File: config.mk
export PLATFORM = sky130hd
export DESIGN_NAME = serial_adder
export DESIGN_NICKNAME = d
export VERILOG_FILES = /design/src/rtl/serial_adder.sv
export SDC_FILE = /design/constraint.sdc
export NUM_CORES = 1
export LEC_CHECK = 0
export ABC_AREA = 1
export BUFFER_PORTS_ARGS = -buffer_cell sky130_fd_sc_hd__buf_2
export CORE_MARGIN = 2
export CORE_UTILIZATION = 53
export CTS_CLUSTER_SIZE = 28
export DETAILED_ROUTE_END_ITERATION = 6
export PLACE_DENSITY = 0.81
export SLEW_MARGIN = 20
export SYNTH_ARGS = -nofsm -noshare
export SYNTH_HDL_FRONTEND = slang
export SYNTH_SLANG_ARGS = --single-unit
File: constraint.sdc
create_clock -name clk -period 1.57 [get_ports clk]
set_clock_uncertainty 0.05 [all_clocks]
set_input_delay 0.2355 -clock clk [delete_from_list [all_inputs] [get_ports clk]]
set_output_delay 0.2355 -clock clk [all_outputs]
set_load 0.1 [all_outputs]
File: src/rtl/serial_adder.sv
// -----------------------------------------------------------------------------
// serial_adder
//   Bit-serial ripple adder. Operands are accepted over a valid/ready
//   handshake, added one bit per clock (LSB first) through a single full-adder
//   cell built from two half-adder stages and an OR, and the WIDTH-bit sum
//   plus carry-out are returned over a second valid/ready handshake.
//
//   Optional build macro: SERIAL_ADDER_OVF_EN
//     When defined, adds a registered output 'ovf' that flags two's-complement
//     signed overflow of the completed addition.
// -----------------------------------------------------------------------------
module serial_adder #(
    parameter int WIDTH = 8
) (
    input  logic             clk,
    input  logic             rst_n,
    input  logic             in_valid,
    output logic             in_ready,
    input  logic [WIDTH-1:0] a,
    input  logic [WIDTH-1:0] b,
    input  logic             cin,
    output logic             out_valid,
    input  logic             out_ready,
    output logic [WIDTH-1:0] sum,
    output logic             cout
`ifdef SERIAL_ADDER_OVF_EN
    ,
    output logic             ovf
`endif
);

    localparam int               CNT_W    = $clog2(WIDTH);
    localparam logic [CNT_W-1:0] CNT_LAST = CNT_W'(WIDTH - 1);
    localparam logic [CNT_W-1:0] CNT_ONE  = CNT_W'(1);

    typedef enum logic [1:0] {
        IDLE = 2'd0,
        RUN  = 2'd1,
        DONE = 2'd2
    } state_e;

    state_e             state_q, state_d;
    logic [WIDTH-1:0]   a_sh_q,  a_sh_d;
    logic [WIDTH-1:0]   b_sh_q,  b_sh_d;
    logic [WIDTH-1:0]   sum_q,   sum_d;
    logic               carry_q, carry_d;
    logic [CNT_W-1:0]   cnt_q,   cnt_d;
`ifdef SERIAL_ADDER_OVF_EN
    logic               ovf_q,   ovf_d;
`endif

    // Full-adder cell signals: two half-adder stages feeding an OR.
    logic ha1_s, ha1_c;
    logic ha2_s, ha2_c;
    logic fa_s,  fa_c;

    // Full-adder cell acting on the current LSBs of the operand shifters.
    always_comb begin
        ha1_s = a_sh_q[0] ^ b_sh_q[0];
        ha1_c = a_sh_q[0] & b_sh_q[0];
        ha2_s = ha1_s ^ carry_q;
        ha2_c = ha1_s & carry_q;
        fa_s  = ha2_s;
        fa_c  = ha1_c | ha2_c;
    end

    // Next-state, datapath update and handshake outputs.
    always_comb begin
        // NOTE: every signal written here gets a hold/default value first, so
        // no path through the case leaves one unassigned and no latch appears.
        state_d   = state_q;
        a_sh_d    = a_sh_q;
        b_sh_d    = b_sh_q;
        sum_d     = sum_q;
        carry_d   = carry_q;
        cnt_d     = cnt_q;
`ifdef SERIAL_ADDER_OVF_EN
        ovf_d     = ovf_q;
`endif
        in_ready  = 1'b0;
        out_valid = 1'b0;

        case (state_q)
            IDLE: begin
                in_ready = 1'b1;
                if (in_valid) begin
                    a_sh_d  = a;
                    b_sh_d  = b;
                    carry_d = cin;
                    cnt_d   = '0;
                    state_d = RUN;
                end
            end

            RUN: begin
                // One bit per cycle: retire the LSBs, bring in the new sum bit
                // at the top of the sum shifter, and carry into the next bit.
                a_sh_d  = {1'b0, a_sh_q[WIDTH-1:1]};
                b_sh_d  = {1'b0, b_sh_q[WIDTH-1:1]};
                sum_d   = {fa_s, sum_q[WIDTH-1:1]};
                carry_d = fa_c;
                cnt_d   = cnt_q + CNT_ONE;
                if (cnt_q == CNT_LAST) begin
                    state_d = DONE;
`ifdef SERIAL_ADDER_OVF_EN
                    // carry_q is the carry into the MSB, fa_c the carry out.
                    ovf_d   = carry_q ^ fa_c;
`endif
                end
            end

            DONE: begin
                // Result is held until the consumer takes it; a new operand
                // request in this cycle is deliberately not accepted.
                out_valid = 1'b1;
                if (out_ready) begin
                    state_d = IDLE;
                end
            end

            default: begin
                state_d = IDLE;
            end
        endcase
    end

    // State and datapath registers, cleared asynchronously by rst_n.
    always_ff @(posedge clk or negedge rst_n) begin
        if (!rst_n) begin
            state_q <= IDLE;
            a_sh_q  <= '0;
            b_sh_q  <= '0;
            sum_q   <= '0;
            carry_q <= 1'b0;
            cnt_q   <= '0;
`ifdef SERIAL_ADDER_OVF_EN
            ovf_q   <= 1'b0;
`endif
        end else begin
            // NOTE: non-blocking assignments so every register samples the
            // pre-edge values, independent of statement order.
            state_q <= state_d;
            a_sh_q  <= a_sh_d;
            b_sh_q  <= b_sh_d;
            sum_q   <= sum_d;
            carry_q <= carry_d;
            cnt_q   <= cnt_d;
`ifdef SERIAL_ADDER_OVF_EN
            ovf_q   <= ovf_d;
`endif
        end
    end

    // Result outputs come straight from registers.
    assign sum  = sum_q;
    assign cout = carry_q;
`ifdef SERIAL_ADDER_OVF_EN
    assign ovf  = ovf_q;
`endif

endmodule

## Word-level counts from Yosys, hierarchy flattened

Index checks and enable logic that the tools add are counted.

| operators by class | value |
|---|---|
| add/sub/neg operators | 1 |
| equality and inequality tests | 6 |
| muxes and demuxes | 14 |
| bitwise operators | 5 |
| reduce and logical (&&, ||, !) cells | 4 |

Operators by type and width:

| operator | count |
|---|---|
| $pmux W8 S2 | 2 |
| $mux W8 | 2 |
| $mux W2 | 3 |
| $ne A2 B2 Y1 const B | 3 |
| $pmux W2 S3 | 1 |
| $pmux W3 S2 | 1 |
| $add A3 B1 Y3 const B | 1 |
| $eq A3 B3 Y1 const B | 1 |
| $mux W1 | 3 |
| $mux W3 | 1 |
| $reduce_and A3 Y1 | 1 |
| $and A1 B1 Y1 | 2 |
| $eq A2 B1 Y1 const B | 1 |
| $eq A2 B2 Y1 const B | 1 |
| $logic_not A2 Y1 | 1 |
| $pmux W1 S2 | 1 |
| $reduce_and A2 Y1 | 1 |
| $reduce_bool A2 Y1 | 1 |
| $xor A1 B1 Y1 | 2 |
| $or A1 B1 Y1 | 1 |

| word-level totals | value |
|---|---|
| register bits after elaboration | 30 |
| output and inout bits | 11 |

## Depth between registers and ports, before layout

Gate-level depths: netlist (run 1).

| logic depth | value |
|---|---|
| depth after elaboration | 4 |
| depth in mapped cells | 7 |
| depth with buffers taken out | 6 |

## Least setup slack after synthesis (run 1)

OpenSTA, ideal clock, no wires.

| timing | value |
|---|---|
| path kind | register to register |
| start point | register state_q[0] |
| end point | register a_sh_q[7] |
| arrival | 2.148 ns |
| data required time | 1.437 ns |
| path slack | -0.710 ns |
| stages on the path, launching flop included | 5 |
| path buffers | 1 |
| period minus slack after synthesis | 2.280 ns |
| cells stage by stage | dfrtp_1 > buf_4 > nor2_1 > nand3_1 > o21ai_0 |

| between the ends | value |
|---|---|
| cells in the longest elaborated chain, start to end | 3 |
| elaborated cells on any way between the ends | 6 |
| classes of those cells | eq/ne: 2; mux: 1; reduce/logical: 3 |

Ends and longest elaborated chain:

| what | RTL line | source |
|---|---|---|
| start: declaration | 42 | `state_e state_q, state_d;` |
| start signal: assignment | 142 | `state_q <= state_d;` |
| $eq A2 B1 Y1 / $logic_not A2 Y1 (equally long branches) | 83 | `case (state_q)` |
| $reduce_bool A2 Y1 (no line) / $ne A2 B2 Y1 (equally long branches) | - |  |
| $reduce_and A2 Y1 (no line) | - |  |
| end signal: assignment | 143 | `a_sh_q <= a_sh_d;` |
| end: declaration | 43 | `logic [WIDTH-1:0] a_sh_q, a_sh_d;` |

Parallel ways exist; a longest one is shown, timed or not.
A chain may end at the register's enable or synchronous reset.

## Worst setup path after layout (run 1)

| timing | value |
|---|---|
| start point | register state_q[0] |
| end point | output port in_ready |

| between the ends | value |
|---|---|
| cells in the longest elaborated chain, start to end | 2 |

Ends and longest elaborated chain:

| what | RTL line | source |
|---|---|---|
| $logic_not A2 Y1 | 83 |  |
| $mux W1 | 83 |  |
| end: declaration | 18 | `output logic in_ready,` |

Every way passes these cells.

==> summary by stage, run 1 <==
Placed design
The congestion estimate from routability-driven global placement came to 0.758. The count of port buffers added during placement is 31. After legalization and detailed placement, the total HPWL measured 1800 um.

Setup path
The register-to-register path setup slack is 0.22 ns. The largest driver fanout on the critical path is 7. Data arrives at the worst endpoint at 1.19 ns.

The kind of start point of the critical path is a flop. The required time at the endpoint of the critical path is 1.28 ns. In this run the critical register-to-register path is launched from state_q[1]. The endpoint identified for the worst register-to-register timing path is b_sh_q[4]. Counting both buffers and inverters, the worst setup path holds a total of 1.

The worst reg2reg path depth is 6. The type of element capturing the critical path is an output port. Walking the worst path, the cells encountered are nor2_4, buf_12. The largest single stage delay on the critical path is 0.50 ns. The slowest library cell on the worst path is sky130_fd_sc_hd__dfrtp_2. The critical setup path kind is flop to output port. The category of cells accounting for the largest share of critical-path delay is flip-flops.

Synth
The average instance in the mapped netlist occupies 7.85 um2. The number of enable-type register cells in the synthesized netlist is 0. The number of nets handed over by synthesis was 213.

After synthesis, flip-flops and latches occupy 50.6% of the total area. Synthesis handed over a netlist of 189 instances. The fraction of registers with async set/reset is 100%. The distinct cell type count after synthesis is 19. The commonest register cell after synthesis is sky130_fd_sc_hd__dfrtp_1.

The netlist area before placement is 0.00148 mm2. The number of warnings issued by yosys is 0. The number of synthesized register bits is 30.

Clock network
The cell chosen for the clock root is sky130_fd_sc_hd__clkbuf_4. The buffer levels on the longest clock path is 2. After clock tree synthesis, the clock-pin slew on the worst setup and hold paths is 0.09 ns. The number of H-tree levels is 2. Once the clock tree was built, the setup fixing pass inserted 0 buffers. The total number of clock tree sinks is 30.

The TritonCTS clock tree is built. In this run, CTS created clock tree buffers numbering 5. The clock latency at the later pin of the worst-skew pair is 0.33 ns.

Die
The floorplan has 19 rows. The initial cell density of the core is 54.8%. The placeable core region is 0.00271 mm2.

32 I/O pins were placed. Measured along the x axis, the die boundary spans 56.9 um. In this run the vertical extent of the chip is 56.9 um. The overall die area is 0.00324 mm2.

Routing
The pre-antenna-repair detailed-routing pass consisted of 4 iterations. In the routed design, unresolved DRC markers number 0. The number of vias in the routed layout is 1229. Dividing the detail-routed wire length by the instance count gives 10.2 um.

The total length of routed wires is 2600 um. The number of nets still failing antenna checks after routing is 0. The initial DRC count is 21. After detailed routing, the number of vias per cell comes to 4.80.

Global routing
The number of antenna violations at the first check in global routing is 0. The residual overflow from global routing is 0. The first global-routing pass estimated 4720 um of wire. Entering global routing, the biggest net connects 31 pins. The number of global-route vias before repair is 1145. Global routing consumed, over all layers together, 19.0% of the routing resources.

Cells and area
The core occupancy in the finished layout is 64.8%. The total number of nets in the final design is 248. The signed area change from the synthesized netlist to the final layout is 18.3%. The number of antenna diodes is 0. The filler cell count is 248. The fraction of layout instances using a drive strength above 1 is 22.7%.

Timing
The hold violation count in the final report is 0. Setup violations remaining at the end of the flow were counted as 0. At the pin with the least slew margin, the transition time is 0.655 ns. The number of slew-limit violations in the final report was 0. The tightest slew margin relative to the limit is 56.3%.

After layout, the minimum clock period comes to 1.48 ns. The highest attainable clock frequency is 677 MHz. Setup repair after global routing left no endpoint under its margin. After layout, the worst path uses 94.1% of the clock period. The setup total negative slack is 0 ns.

Worst hold path
The worst hold path cell count is 2. The path with the worst hold slack has its endpoint at state_q[1]. The path category of the worst min-delay check is primary input to flop. The worst hold path startpoint is out_ready.

Power
The worst ir drop on vdd is 2.11 mV. The switching portion of total power is 52.5%. The design draws 4.03 mW.

The combinational share of power is 54.6%. The standby leakage power is 1.03 nW. For this design the total switching power over the nets is 2.11 mW. The total power per unit cell area is 2290 mW/mm2. The cell-internal power is 1.91 mW. The portion of total power attributed to sequential cells is 33.7%. The clock network fraction of design power is 11.7%.

Job
The max-capacitance violation count is 0.

Run status
The run finished with clean final reports.
==> metrics by stage <==
stage                     hold slack [ns]  cell area, um2  worst slack [ns]  instances
final                              0.0245            1760            0.0922        256
after global routing               0.0194            1760            0.0486        256
after CTS                          0.0233            1750            0.0299        256
after detailed placement            0.249            1680             0.171        247
after global placement              0.249            1680             0.216        247
after floorplan                    -0.110            1500            0.0825        189
==> power groups by stage <==
stage | registers, mW | logic, mW | clock network (mW)
2_1_floorplan | 2.10 | 1.10 | 0
3_3_place_gp | 1.36 | 2.17 | 0
3_5_place_dp | 1.37 | 2.21 | 0
4_1_cts | 1.36 | 2.22 | 0.482
5_1_grt | 1.40 | 2.47 | 0.509
6_report | 1.36 | 2.20 | 0.472
==> placed cells by master, fill, tap and decap left out, types with 3 or more instances in the layout <==
cell type,netlist,routed
sky130_fd_sc_hd__buf_2,2,29
sky130_fd_sc_hd__buf_4,2,3
sky130_fd_sc_hd__clkbuf_4,0,5
sky130_fd_sc_hd__dfrtp_1,30,28
sky130_fd_sc_hd__inv_1,35,35
sky130_fd_sc_hd__nand2_1,75,75
sky130_fd_sc_hd__nand3_1,17,17
sky130_fd_sc_hd__o21ai_0,10,10
==> kinds of logic (layout without fill, tap and decap cells) <==
group,count (synthesis),in the layout,synth area share [%]
AOI/OAI and AO/OA,13,13,4.81
adders and majority gates,3,3,3.04
buffers and inverters,44,80,13.9
DFF,30,30,50.6
and+or+nand+nor,99,99,27.7
==> registers in the layout, indices dropped and copies added, names as in the netlist <==
register  cells
a_sh_q        8
b_sh_q        8
sum           8
cnt_q         3
state_q       2
cout          1
==> cell type report <==
type	instances	area, um2	share of cell area [%]
flip-flops and latches	30	753	42.9
multi-input cells	115	542	30.9
repair buffers	35	218	12.4
inverters	37	144	8.20
clock buffers	7	55.1	3.14
well taps	31	38.8	2.21
clock inverters	1	5.00	0.285
==> synthesized netlist by cell type (2+ instances only) <==
cell / number / area, um2
sky130_fd_sc_hd__ha_1: 2 / 25.0
sky130_fd_sc_hd__nand3_1: 17 / 85.1
sky130_fd_sc_hd__nand2_4: 2 / 22.5
sky130_fd_sc_hd__nor2_1: 4 / 15.0
sky130_fd_sc_hd__buf_2: 2 / 10.0
sky130_fd_sc_hd__inv_1: 35 / 131
sky130_fd_sc_hd__buf_4: 2 / 15.0
sky130_fd_sc_hd__dfrtp_1: 30 / 751
sky130_fd_sc_hd__o21ai_0: 10 / 50.1
sky130_fd_sc_hd__buf_6: 2 / 22.5
sky130_fd_sc_hd__nand2_1: 75 / 282
==> worst max-delay path by stage <==
| stage | cells after the start | slack (ns) | startpoint | to |
|---|---|---|---|---|
| after global placement | 5 | 0.22 | state_q[0] | b_sh_q[4] |
| after CTS | 2 | 0.03 | state_q[0] | in_ready |
| final | 2 | 0.09 | state_q[0] | in_ready |
| after detailed placement | 5 | 0.17 | state_q[0] | cnt_q[1] |
| after floorplan | 3 | 0.08 | state_q[0] | out_valid |
| after global routing | 2 | 0.05 | state_q[0] | in_ready |
==> repair_timing <==
| item | CTS | global route |
|---|---|---|
| hold buffers | 1 | 0 |
| endpoints found under the hold margin | 30 | 0 |
| setup endpoints to repair | 0 | 1 |
| gates resized for setup | 0 | 1 |
==> per-layer routing <==
metal | global-route usage [%] | up-vias | share of wire (%) | wire, um
met5 | 0 | - | 0 | 0
met4 | 9.30 | 0 | 2.1 | 54
met3 | 5.53 | 7 | 5.1 | 132
met2 | 30.2 | 25 | 45 | 1160
met1 | 23.7 | 565 | 48 | 1250
li1 | - | 632 | - | -
Power figures use the tool's default switching activity.
==> run 2, diff against run 1 <==
--- a/config.mk
+++ b/config.mk
@@ -12,6 +12,7 @@
 export CTS_CLUSTER_SIZE = 28
 export DETAILED_ROUTE_END_ITERATION = 6
 export PLACE_DENSITY = 0.81
+export REMOVE_ABC_BUFFERS = 1
 export SLEW_MARGIN = 20
 export SYNTH_ARGS = -nofsm -noshare
 export SYNTH_HDL_FRONTEND = slang
==> summary by stage, run 2 (same netlist as run 1, synthesis figures left out) <==
Run status
The flow ran to the end, and the final reports show no timing, DRC or antenna violations.

Timing
The tightest slew margin relative to the limit is 57.8%. For the pin with the worst max-slew slack, the measured transition is 0.632 ns. Subtracting the final worst setup slack from the clock period gives 1.53 ns. The worst hold slack across all endpoints is 0.0598 ns. Setup repair after global routing could not meet its margin everywhere. The hold violation count in the final report is 0. Adding up every negative setup slack in the final design gives 0 ns. Static timing analysis puts the maximum clock frequency at 655 MHz. The period utilization is 97.3%. Setup violations remaining at the end of the flow were counted as 0. The number of slew-limit violations in the final report is 0.

Global routing
The first global-routing pass estimated 4820 um of wire. After global routing the overflow that remains totals 0. The number of global-route vias before repair is 1104. The global-route total usage across every layer is 19.4%. The pin count of the biggest net entering global routing is 31. The number of antenna violations at the first check in global routing was 0.

Die
The die is 56.9 um tall. The floorplan step defined a die boundary enclosing 0.00324 mm2. The row count is 19. 32 I/O pins were placed. The initial cell density of the core is 54.8%. In this run the horizontal extent of the chip is 56.9 um. In this run the standard cell core region covers 0.00271 mm2.

Cells and area
Leaving out fill and tap cells, the most frequent cells in the layout are sky130_fd_sc_hd__nand2_1, sky130_fd_sc_hd__inv_1, sky130_fd_sc_hd__dfrtp_1. The fraction of layout instances using a drive strength above 1 is 22.1%. At the end of the flow the core is filled with cells to 65.1%. The multi-input logic area is 529 um2. Fill cells in the final layout number 254. Relative to the synthesized area, the layout overhead comes to 19.0%. The number of antenna diodes is 0. The area taken by flip-flops and latches is 751 um2.

The count of cells in the finished layout, fillers not included, comes to 257. The final layout contains 249 nets. The library cell used most frequently in the layout, excluding fill and tap cells, is sky130_fd_sc_hd__nand2_1. The final design area excluding fillers is 0.00177 mm2.

Setup path
The endpoint of the worst register-to-register path is a_sh_q[4]. The cell family contributing the most delay on the critical path is flip-flops. The critical path goes through nor2_1, buf_12. The worst reg2reg path depth is 6. The setup check on the worst reg-to-reg path leaves a slack of 0.24 ns.

For the worst setup path, the data arrival time is 1.24 ns. The worst setup path is launched from a flop. The required time at the endpoint of the critical path is 1.28 ns. The startpoint of the lowest-slack register-to-register path is state_q[1]. The number of buffers and inverters on the critical path is 1. In this design, the stage delay of the slowest critical-path cell is 0.48 ns.

Along the worst path, the maximum fanout reaches 7. The slowest library cell on the worst path is sky130_fd_sc_hd__dfrtp_1. STA classifies the critical path endpoint as an output port.

The critical path crosses 2 cells after its start point. The critical setup path kind is flop to output port.

Routing
The first routing iteration left 28 violations. The first-pass detailed-route iteration total is 4. The vias per cell is 4.67. The routed layout has 1200 vias. After detailed routing, the number of remaining DRC violations is 0. The number of nets still failing antenna checks after routing is 0.

The total length of routed wires is 2750 um. Dividing the detail-routed wire length by the instance count gives 10.7 um.

Clock network
Post-CTS timing repair inserted 0 buffers for setup. The clock latency at the later pin of the worst-skew pair is 0.32 ns. Buffers inserted during clock tree synthesis total 5. TritonCTS built the clock tree. The buffer levels on the longest clock path is 2. After clock tree synthesis, the clock-pin slew on the worst setup and hold paths is 0.09 ns.

For this design, the sink count on the clock tree is 30. The number of H-tree levels is 2. The cell chosen for the clock root is sky130_fd_sc_hd__clkbuf_4.

Worst hold path
The worst hold path startpoint is out_ready. The worst hold path cell count is 2. The tightest min-delay check is of the primary input to flop type.

The worst-case hold path end point is state_q[1].

Placed design
Summing all placed instances gives a cell area of 0.00168 mm2. The placed instance count is 248. The final weighted congestion of routability-driven global placement is 0.709. The count of buffers added on input and output ports is 31. The placed wire-length estimate after detailed placement is 1920 um.

Power
The standby leakage power is 1.05 nW. For this design the ratio of total power to cell area is 2360 mW/mm2. IR analysis of the VDD net gives a maximum drop of 2.25 mV.

Job
Across the run, the number of max-cap violations was 0.
[run 2: layout make-up]
class | count | area share (%)
Timing Repair Buffer | 36 | 12.8
Multi-Input combinational cell | 115 | 30.0
Sequential cell | 30 | 42.5
Tap cell | 31 | 2.20
Inverter | 37 | 8.15
Clock buffer | 5 | 2.13
Clock inverter | 3 | 2.27
[run 2: power by group]
group,switching [mW],leakage (nW),internal [mW]
registers,0.217,0.372,1.12
logic,1.65,0.629,0.576
clock network,0.265,0.0450,0.330
[run 2: worst reg2reg max path, cell delays in order (launching register included)]
cell and delay [ns]:
sky130_fd_sc_hd__dfrtp_1 0.43, sky130_fd_sc_hd__inv_2 0.12, sky130_fd_sc_hd__nand2_4 0.15, sky130_fd_sc_hd__nand2_4 0.24, sky130_fd_sc_hd__inv_6 0.12, sky130_fd_sc_hd__nand2_1 0.09
sky130_fd_sc_hd__nand2_1 0.05
[run 2: metal layers]
| metal | global-route usage, % | vias to the layer above | part of all wire (%) |
|---|---|---|---|
| li1 | - | 630 | - |
| met1 | 27.9 | 539 | 50 |
| met2 | 28.1 | 26 | 44 |
| met3 | 5.07 | 5 | 4.0 |
| met4 | 7.97 | 0 | 1.4 |
| met5 | 0 | - | 0 |
[run 2: repair_timing]
action,CTS,global route
setup endpoints to repair,1,2
endpoints found under the hold margin,30,0
gates resized for setup,1,0
gates cloned,0,0
hold buffers,1,0
[run 2: worst max-delay path by stage]
stage,from,to,slack (ns)
after CTS,state_q[0],out_valid,0.03
after detailed placement,state_q[1],cnt_q[2],0.25
after global routing,state_q[0],in_ready,-0.02
final,state_q[0],out_valid,0.04
after global placement,state_q[0],a_sh_q[5],0.31
after floorplan,state_q[0],a_sh_q[7],-0.77
[run 2: through the flow]
| step | worst slack [ns] | power, mW |
|---|---|---|
| after floorplan | -0.769 | 3.06 |
| after global placement | 0.308 | 3.53 |
| after detailed placement | 0.254 | 3.58 |
| after CTS | 0.0311 | 4.20 |
| after global routing | -0.0175 | 4.51 |
| final | 0.0429 | 4.16 |
